===== config.mk =====
export PLATFORM = sky130hd
export DESIGN_NAME = bcd_serial_addsub
export DESIGN_NICKNAME = d
export VERILOG_FILES = /design/src/rtl/bcd_serial_addsub.sv
export SDC_FILE = /design/constraint.sdc
export NUM_CORES = 1
export LEC_CHECK = 0
export CAP_MARGIN = 20
export CORE_MARGIN = 4
export CORE_UTILIZATION = 55
export CTS_CLUSTER_SIZE = 8
export DETAILED_ROUTE_END_ITERATION = 10
export HOLD_SLACK_MARGIN = 0.02
export PLACE_DENSITY = 0.85
export SLEW_MARGIN = 20
export SYNTH_ARGS = -nofsm -noshare
export SYNTH_HDL_FRONTEND = slang
export SYNTH_SLANG_ARGS = --single-unit
export TNS_END_PERCENT = 1

===== constraint.sdc =====
create_clock -name clk -period 5.44 [get_ports clk]
set_input_delay 0.816 -clock clk [delete_from_list [all_inputs] [get_ports clk]]
set_output_delay 0.816 -clock clk [all_outputs]
set_load 0.01 [all_outputs]

===== src/rtl/bcd_serial_addsub.sv =====
// Serial packed-BCD adder/subtractor: one digit per clock, LSD first, start/busy/done handshake.
// Latency DIGITS+1 cycles from accepted start to done; start is ignored while busy.
module bcd_serial_addsub #(
   parameter int DIGITS = 4
) (
   input  logic                clk,
   input  logic                rst,
   input  logic                start,
   input  logic                sub,
   input  logic [4*DIGITS-1:0] a,
   input  logic [4*DIGITS-1:0] b,
   input  logic                cin,
   output logic                busy,
   output logic                done,
   output logic [4*DIGITS-1:0] sum,
   output logic                cout,
   output logic                invalid
);

   localparam int W  = 4 * DIGITS;
   localparam int IW = (DIGITS > 1) ? $clog2(DIGITS) : 1;

   typedef enum logic [1:0] {IDLE, RUN, DONE} state_t;

   state_t          state;
   logic [W-1:0]    a_q;
   logic [W-1:0]    b_q;
   logic            sub_q;
   logic            carry;
   logic [IW-1:0]   idx;

   logic [3:0]      a_d;
   logic [3:0]      b_d;
   logic [3:0]      bd;
   logic [4:0]      t;
   logic [4:0]      t6;
   logic [3:0]      rd;
   logic            nc;
   logic            bad;
   logic            last;

   // Single-digit add-and-correct stage; subtraction uses the nine's complement of b.
   always_comb begin
      a_d  = a_q[4*idx +: 4];
      b_d  = b_q[4*idx +: 4];
      bd   = sub_q ? (4'd9 - b_d) : b_d;
      t    = {1'b0, a_d} + {1'b0, bd} + {4'b0000, carry};
      t6   = t + 5'd6;
      rd   = t[3:0];
      nc   = 1'b0;
      if (t > 5'd9) begin
         rd = t6[3:0];
         nc = 1'b1;
      end
      bad  = (a_d > 4'd9) || (b_d > 4'd9);
      last = (idx == IW'(DIGITS - 1));
   end

   always_ff @(posedge clk) begin
      if (rst) begin
         state   <= IDLE;
         a_q     <= '0;
         b_q     <= '0;
         sub_q   <= 1'b0;
         carry   <= 1'b0;
         idx     <= '0;
         busy    <= 1'b0;
         done    <= 1'b0;
         sum     <= '0;
         cout    <= 1'b0;
         invalid <= 1'b0;
      end else begin
         case (state)
            IDLE, DONE: begin
               done <= 1'b0;
               if (start) begin
                  a_q     <= a;
                  b_q     <= b;
                  sub_q   <= sub;
                  carry   <= sub ? ~cin : cin;
                  idx     <= '0;
                  sum     <= '0;
                  invalid <= 1'b0;
                  busy    <= 1'b1;
                  state   <= RUN;
               end else begin
                  state   <= IDLE;
               end
            end
            RUN: begin
               sum[4*idx +: 4] <= rd;
               invalid         <= invalid | bad;
               carry           <= nc;
               if (last) begin
                  idx   <= '0;
                  cout  <= sub_q ? ~nc : nc;
                  busy  <= 1'b0;
                  done  <= 1'b1;
                  state <= DONE;
               end else begin
                  idx   <= idx + 1'b1;
               end
            end
            default: begin
               busy  <= 1'b0;
               done  <= 1'b0;
               state <= IDLE;
            end
         endcase
      end
   end

endmodule


Word level (Yosys, flattened, before mapping):

Cells that the tools add are included.

* flip-flop bits (word level): 58
* output and inout port bits: 20
* logic and storage cells: 63

* add/subtract/negate cells: 6
* order comparisons: 3
* equal/unequal tests: 5
* shift operators: 4
* mux-type cells: 21
* bitwise operators: 4
* reductions and logical operators: 9

Operators by type and width (count)
* $neg A4 Y34: 1
* $shift A4 B34 Y16 const A: 1
* $shiftx A4 B34 Y16: 1
* $pmux W16 S2: 1
* $shiftx A16 B5 Y4: 2
* $bwmux W16: 1
* $mux W16: 1
* $gt A4 B4 Y1 const B: 2
* $mux W1: 8
* $mux W4: 2
* $pmux W2 S2: 2
* $reduce_and A2 Y1: 4
* $mux W2: 3
* $pmux W1 S2: 3
* $add A4 B4 Y5: 1
* $add A5 B1 Y5: 1
* $gt A5 B4 Y1 const B: 1
* $add A4 B3 Y4 const B: 1
* $eq A2 B2 Y1 const B: 2
* $ne A2 B2 Y1 const B: 2
* $reduce_or A2 Y1: 2
* $sub A4 B4 Y4 const A: 1
* $not A1 Y1: 3
* $add A2 B1 Y2 const B: 1
* other kinds (5): 5

Logic depth before layout (Yosys ltp):

Gate-level depths: netlist of run 1.

* depth in word-level cells: 10
* gate-level depth with buffers: 14

Worst setup path after synthesis of run 1:

No wires, ideal clock.

* path type: reg2reg
* from: register idx[0]
* to: register sum[14]
* arrival: 3.474 ns
* data required time: 5.323 ns
* path slack: 1.849 ns
* cell stages (with the launch flop): 14
* buffers on the path: 2
* period minus slack after synthesis: 3.591 ns
* path through: dfxtp_1 -> buf_2 -> mux4_2 -> xnor2_1 -> fa_1 -> inv_1 -> fa_1 -> inv_1 -> ha_1 -> a22o_1 -> buf_2 -> o31a_4 -> mux2i_2 -> a32o_1

* cells in the longest elaborated chain, start to end: 10
* elaborated cells on any way between the ends: 14

Ends and longest elaborated chain
* start, declared: RTL line 30 `logic [IW-1:0] idx;`
* start signal, assigned: RTL line 101 `idx <= idx + 1'b1;`
* $shiftx A16 B5 Y4: RTL line 45 `b_d = b_q[4*idx +: 4];`
* $sub A4 B4 Y4: RTL line 46 `bd = sub_q ? (4'd9 - b_d) : b_d;`
* $mux W4: RTL line 46
* $add A4 B4 Y5: RTL line 47 `t = {1'b0, a_d} + {1'b0, bd} + {4'b0000, carry};`
* $add A5 B1 Y5: RTL line 47
* $add A4 B3 Y4 / $gt A5 B4 Y1 (equally long branches): RTL line 48, 51
* $mux W4: RTL line 51 `if (t > 5'd9) begin`
* $shiftx A4 B34 Y16: RTL line 91 `sum[4*idx +: 4] <= rd;`
* $bwmux W16 *: RTL line 91
* $pmux W16 S2 *: RTL line 73 `case (state)`
* end signal, assigned by index: RTL line 91
* end, declared: RTL line 15 `output logic [4*DIGITS-1:0] sum,`

Every way passes the cells marked *; elsewhere a longest branch is shown, timed or not.
A chain may end at the register's enable or synchronous reset.

Worst setup path after layout of run 1:

Ends and elaborated chain as after synthesis.

==> results of run 1 <==
[per-stage QoR]
stage | instances | instance area [um^2]
after floorplan | 325 | 2770
after global placement | 427 | 3340
after detailed placement | 427 | 3340
after CTS | 441 | 3490
after global routing | 441 | 3490
final | 441 | 3490
[per-layer routing]
metal / up-vias / track usage (%)
li1: 1222 / -
met1: 1151 / 26.8
met2: 76 / 36.8
met3: 10 / 3.97
met4: 0 / 11.2
met5: - / 0
[final timing paths]
path | startpoint | slack [ns] | to | depth (start not counted)
worst min register to register | sum[11] | 0.45 | sum[11] | 2
worst max-delay path | idx[0] | 1.19 | sum[14] | 11
worst max register to register | idx[0] | 1.19 | sum[14] | 11
worst min-delay path | sum[11] | 0.45 | sum[11] | 2
[layout by cell type, fill, tap and decap left out, types with 3 or more instances in the layout]
cell / instances
nand2_1: 76
clkbuf_8: 10
o21ai_0: 4
nor4bb_1: 3
clkbuf_1: 4
nand2b_1: 3
nand3_1: 6
mux4_2: 8
ha_1: 9
nor3_1: 3
inv_1: 8
a21oi_1: 47
xnor2_1: 3
o41a_1: 4
a22o_1: 3
nor2_1: 22
nor2b_1: 5
nand3b_1: 3
o31ai_1: 4
clkdlybuf4s50_1: 55
dfxtp_1: 58
[report_power, final]
| part | switching, mW | leakage (nW) | total [mW] | internal [mW] |
|---|---|---|---|---|
| sequential | 0.0164 | 0.473 | 0.462 | 0.445 |
| combinational | 0.112 | 0.709 | 0.203 | 0.0916 |
| clock | 0.153 | 0.0766 | 0.326 | 0.173 |
| total | 0.281 | 1.26 | 0.991 | 0.710 |
[cell type report]
cell class / instances / area, um^2 / share of cell area (%)
clock buffer: 14 / 153 / 4.38
inverter: 8 / 30.0 / 0.861
tap: 67 / 83.8 / 2.40
timing repair buffer: 58 / 571 / 16.4
sequential: 58 / 1160 / 33.3
multi-input combinational: 236 / 1490 / 42.7
[flip-flops by register name (all words and copies together) (netlist names)]
register  cells
b_q          16
sum          16
invalid       1
a_q          16
state         2
carry         1
done          1
busy          1
cout          1
sub_q         1
idx           2
[cells by family after synthesis]
family	count (synthesis)	synth area share [%]
AND/OR/NAND/NOR	128	20.4
AO/OA/AOI/OAI	83	19.2
flip-flops	58	41.9
buffers and inverters	31	4.34
adder cells (fa/ha/maj)	11	5.51
multiplexers	10	7.37
XOR/XNOR	4	1.27
[worst max-delay path, cell delays in order (launching register included)]
cell and delay [ns]:
dfxtp_1 0.82, mux4_2 0.61, xnor2_1 0.19, fa_1 0.21, inv_1 0.05, fa_1 0.76
inv_1 0.18, ha_1 0.25, a22o_1 0.33, o31a_4 0.34, mux2i_2 0.18, a32o_1 0.23
==> flow_metrics.env, run 1 <==
export IMPL_gp_congestion=0.842
export IMPL_die_area_um2=6230
export IMPL_final_period_utilization_pct=78.2
export IMPL_cts_sinks=58
export IMPL_cts_resized_gates=0
export IMPL_fillers=366
export IMPL_setup_tns_ns=0
export IMPL_finalMaxSlewViolations=0
export IMPL_clock_path_buffers=2
export IMPL_min_period_ns=4.25
export IMPL_numPortBuffers=56
export IMPL_p_per_area_nw_per_um2=284
export IMPL_status="completed"
export IMPL_clock_latency_ns=0.34
export IMPL_fin_util_pct=72.9
export IMPL_synth_seq_cells=58
export IMPL_num_rows=25
export IMPL_power_leakage_nw=1.26
export IMPL_synth_area_per_cell_um2=8.52
export IMPL_met2WireLength_um=3080
export IMPL_drtIter0Drc=214
export IMPL_grt_pass1_wl_um=10700
export IMPL_post_cts_buffers=0
export IMPL_die_h_um=79.0
export IMPL_cp_required_ns=5.67
export IMPL_vias=2459
export IMPL_synth_top_cell_area_share_pct=41.9
export IMPL_firstDrtPassIters=4
export IMPL_final_setup_skew_ns=0.00526
export IMPL_syn_area_um2=2770
export IMPL_routed_via_density=5.58
export IMPL_die_w_um=79.0
export IMPL_cts_buffers=9
export IMPL_postSynthCellCount=325
export IMPL_antennaDiodeCount=0
export IMPL_max_slew_margin_pct=28.7
export IMPL_post_synth_main_area_contributors="dfxtp_1, nand2_1, a21oi_1"
export IMPL_synth_common_cells="nand2_1, dfxtp_1, a21oi_1"
export IMPL_grtUsageTotal_pct=21.9
export IMPL_initial_core_util_pct=57.9
export IMPL_fmax_ghz=0.235
export IMPL_final_nets=419
export IMPL_end_kind="flop"
export IMPL_yosys_cell_types_count=44
export IMPL_grt_pass1_vias=2406
export IMPL_synth_edf_count=0
export IMPL_cts_htree_levels=3
export IMPL_ys_warn_count=0
export IMPL_yosysSeqAreaShare_pct=41.9
export IMPL_cts_root_buf="clkbuf_8"
export IMPL_async_flop_share_pct=0
export IMPL_ant_nets=0
export IMPL_syn_to_final_growth_pct=26.0
export IMPL_ir_worst_vdd_uv=182
export IMPL_total_power_mw=0.991
export IMPL_path_clk_slew_ns=0.06
export IMPL_dp_hpwl_um=4490
export IMPL_met1Wirelength_um=2810
export IMPL_preCtsSetupSlack_ns=1.21
export IMPL_hold_viol_final=0
export IMPL_fin_hold_ws_ns=0.450
export IMPL_worstMarginPinSlew_ns=1.07
export IMPL_postCtsHoldBufs=0
export IMPL_synth_nets=373
export IMPL_wl_met3_um=364
export IMPL_yosysMostFrequentCell="nand2_1"
export IMPL_synth_ff_type="dfxtp_1"
export IMPL_routed_top_layer="met4"
export IMPL_drv_cap=0
export IMPL_drc_errors=0
export IMPL_ios=57
export IMPL_synth_area_leader_cell="dfxtp_1"
export IMPL_setup_viol=0
export IMPL_crit_path_start_kind="flop"
export IMPL_cts_tree="built"
export IMPL_finalWirelength_um=6380
export IMPL_antenna_found_initial=0
export IMPL_criticalPathCategory="flop to flop"
export IMPL_rsz0062_at_grt="false"
export IMPL_grt_max_degree=63
export IMPL_setup_ws_ns=1.19
export IMPL_cp_max_fo=16
export IMPL_hp_class="flop to flop"
export IMPL_core_area_um2=4790
export IMPL_wl_per_cell_um=14.5
export IMPL_drive_gt1_share_pct=6.42
export IMPL_cp_arrival_ns=4.48
export IMPL_grt_ovfl_total=0
(Power assumes the default switching activity.)
==> run 2: changes to the inputs <==
CORE_UTILIZATION = 51   (was 55)
PLACE_DENSITY = 0.8   (was 0.85)
clock period = 4 ns   (was 5.44 ns; I/O delays follow)
==> run 2 against run 1 <==
Compared with the run above:
- clock skew is 0.0046 ns higher
- register-to-register slack worse by 0.87 ns
- total power is 46% higher
- worst setup slack worse by 0.87 ns
- final cell count is 2.3% higher
- non-clock buffer count is 5 higher
- combinational power is 41% higher
- largest cell class unchanged
==> flow_metrics.env, run 2 (synthesis gave the netlist of run 1 again) <==
export IMPL_p_int_mw=1.02
export IMPL_cp_slowest_cell="mux4_2"
export IMPL_ant_nets=0
export IMPL_numPortBuffers=56
export IMPL_end_kind="flop"
export IMPL_final_nets=424
export IMPL_firstDrtPassIters=4
export IMPL_routed_via_density=5.55
export IMPL_drtIter0Drc=127
export IMPL_grt_pass1_vias=2409
export IMPL_clock_latency_ns=0.34
export IMPL_cp_num_buf_inv=1
export IMPL_die_h_um=81.7
export IMPL_swShare_pct=29.4
export IMPL_grt_max_degree=36
export IMPL_cpPeakStageDelay_ns=0.62
export IMPL_setup_viol=0
export IMPL_gp_congestion=0.837
export IMPL_cts_htree_levels=3
export IMPL_multi_input_area_um2=1490
export IMPL_fmax_ghz=0.272
export IMPL_final_period_utilization_pct=92.0
export IMPL_core_area_um2=5170
export IMPL_final_cell_mix="nand2_1, dfxtp_1, clkdlybuf4s50_1"
export IMPL_crit_path_start_kind="flop"
export IMPL_max_slew_margin_pct=60.4
export IMPL_final_cells=451
export IMPL_p_per_area_nw_per_um2=405
export IMPL_post_cts_buffers=0
export IMPL_cts_sinks=58
export IMPL_hold_viol_final=0
export IMPL_finalWirelength_um=6610
export IMPL_ir_worst_vdd_uv=235
export IMPL_cts_root_buf="clkbuf_8"
export IMPL_dpl_cell_count=435
export IMPL_min_period_ns=3.68
export IMPL_antennaDiodeCount=0
export IMPL_seq_power_share_pct=43.1
export IMPL_crit_chain="mux4_2, inv_1, ha_1, nand2_1, o21ai_0, ha_1, xnor2_1, ha_1, a22o_1, o31a_4, mux2i_2, a32o_1"
export IMPL_antenna_found_initial=0
export IMPL_clkPwrFrac_pct=37.2
export IMPL_cts_tree="built"
export IMPL_status="completed"
export IMPL_criticalPathCategory="flop to flop"
export IMPL_layout_area_seq_um2=1160
export IMPL_wl_per_cell_um=14.6
export IMPL_cts_resized_gates=0
export IMPL_initial_core_util_pct=53.5
export IMPL_switching_power_mw=0.427
export IMPL_setup_tns_ns=0
export IMPL_vias=2503
export IMPL_dp_hpwl_um=4830
export IMPL_path_common_cell="ha_1"
export IMPL_die_area_um2=6670
export IMPL_cp_arrival_ns=3.96
export IMPL_die_w_um=81.7
export IMPL_cp_top_family="multiplexers"
export IMPL_grt_ovfl_total=0
export IMPL_syn_to_final_growth_pct=29.3
export IMPL_num_rows=26
export IMPL_worstMarginPinSlew_ns=0.594
export IMPL_final_setup_skew_ns=0.00991
export IMPL_hp_class="flop to flop"
export IMPL_postCtsHoldBufs=0
export IMPL_clock_path_buffers=2
export IMPL_power_leakage_nw=1.30
export IMPL_drc_errors=0
export IMPL_grtUsageTotal_pct=21.4
export IMPL_combPwrFrac_pct=19.7
export IMPL_cp_required_ns=4.28
export IMPL_reg_top3="a_q (16), b_q (16), sum (16)"
export IMPL_cts_buffers=9
export IMPL_drive_gt1_share_pct=9.45
export IMPL_ios=57
export IMPL_grt_pass1_wl_um=11000
export IMPL_rsz0062_at_grt="false"
export IMPL_layout_commonest_cell="nand2_1"
export IMPL_path_clk_slew_ns=0.07
export IMPL_drv_cap=0
export IMPL_place_area_um2=3380
export IMPL_cp_max_fo=10
export IMPL_finalMaxSlewViolations=0
export IMPL_post_route_cell_area_um2=3580
export IMPL_fillers=417
[run 2: power by group through the flow]
stage	Combinational, mW	Clock [mW]	Sequential (mW)
global placement	0.274	0	0.637
finish	0.286	0.539	0.625
global route	0.315	0.574	0.629
detailed placement	0.284	0	0.638
floorplan	0.199	0	0.632
CTS	0.285	0.547	0.625
[run 2: cell type report]
type | count | area share (%)
clock inverters | 7 | 2.17
well taps | 70 | 2.45
multi-input cells | 236 | 41.6
clock buffers | 9 | 3.46
repair buffers | 63 | 17.0
flip-flops and latches | 58 | 32.5
inverters | 8 | 0.839
[run 2: worst paths after layout]
path	end	cells past startpoint	slack, ns	startpoint
max	sum[14]	12	0.32	idx[0]
min	sum[11]	2	0.45	sum[11]
max reg2reg	sum[14]	12	0.32	idx[0]
min reg2reg	sum[11]	2	0.45	sum[11]
[run 2: stage by stage]
| step | util (%) | hold slack, ns | total power [mW] | setup slack [ns] |
|---|---|---|---|---|
| 5_1_grt | 69.2 | 0.482 | 1.52 | 0.0816 |
| 6_report | 69.2 | 0.450 | 1.45 | 0.319 |
| 4_1_cts | 69.2 | 0.454 | 1.46 | 0.0802 |
| 2_1_floorplan | - | 0.433 | 0.831 | 0.409 |
| 3_3_place_gp | 65.3 | 0.438 | 0.910 | 0.346 |
| 3_5_place_dp | 65.3 | 0.439 | 0.922 | 0.154 |
[run 2: routing by layer]
layer	vias up	global-route usage, %	routed length, um
li1	1234	-	-
met1	1178	26.9	2790
met2	80	34.8	3280
met3	11	5.59	395
met4	0	9.14	133
met5	-	0	0
[run 2: tightest hold or removal path, delay by kind of cell, from the launching register on]
| kind | cells | cell delay (ns) |
|---|---|---|
| AO/OA/AOI/OAI | 1 | 0.05 |
| AND/OR/NAND/NOR | 1 | 0.05 |
| flip-flops | 1 | 0.32 |
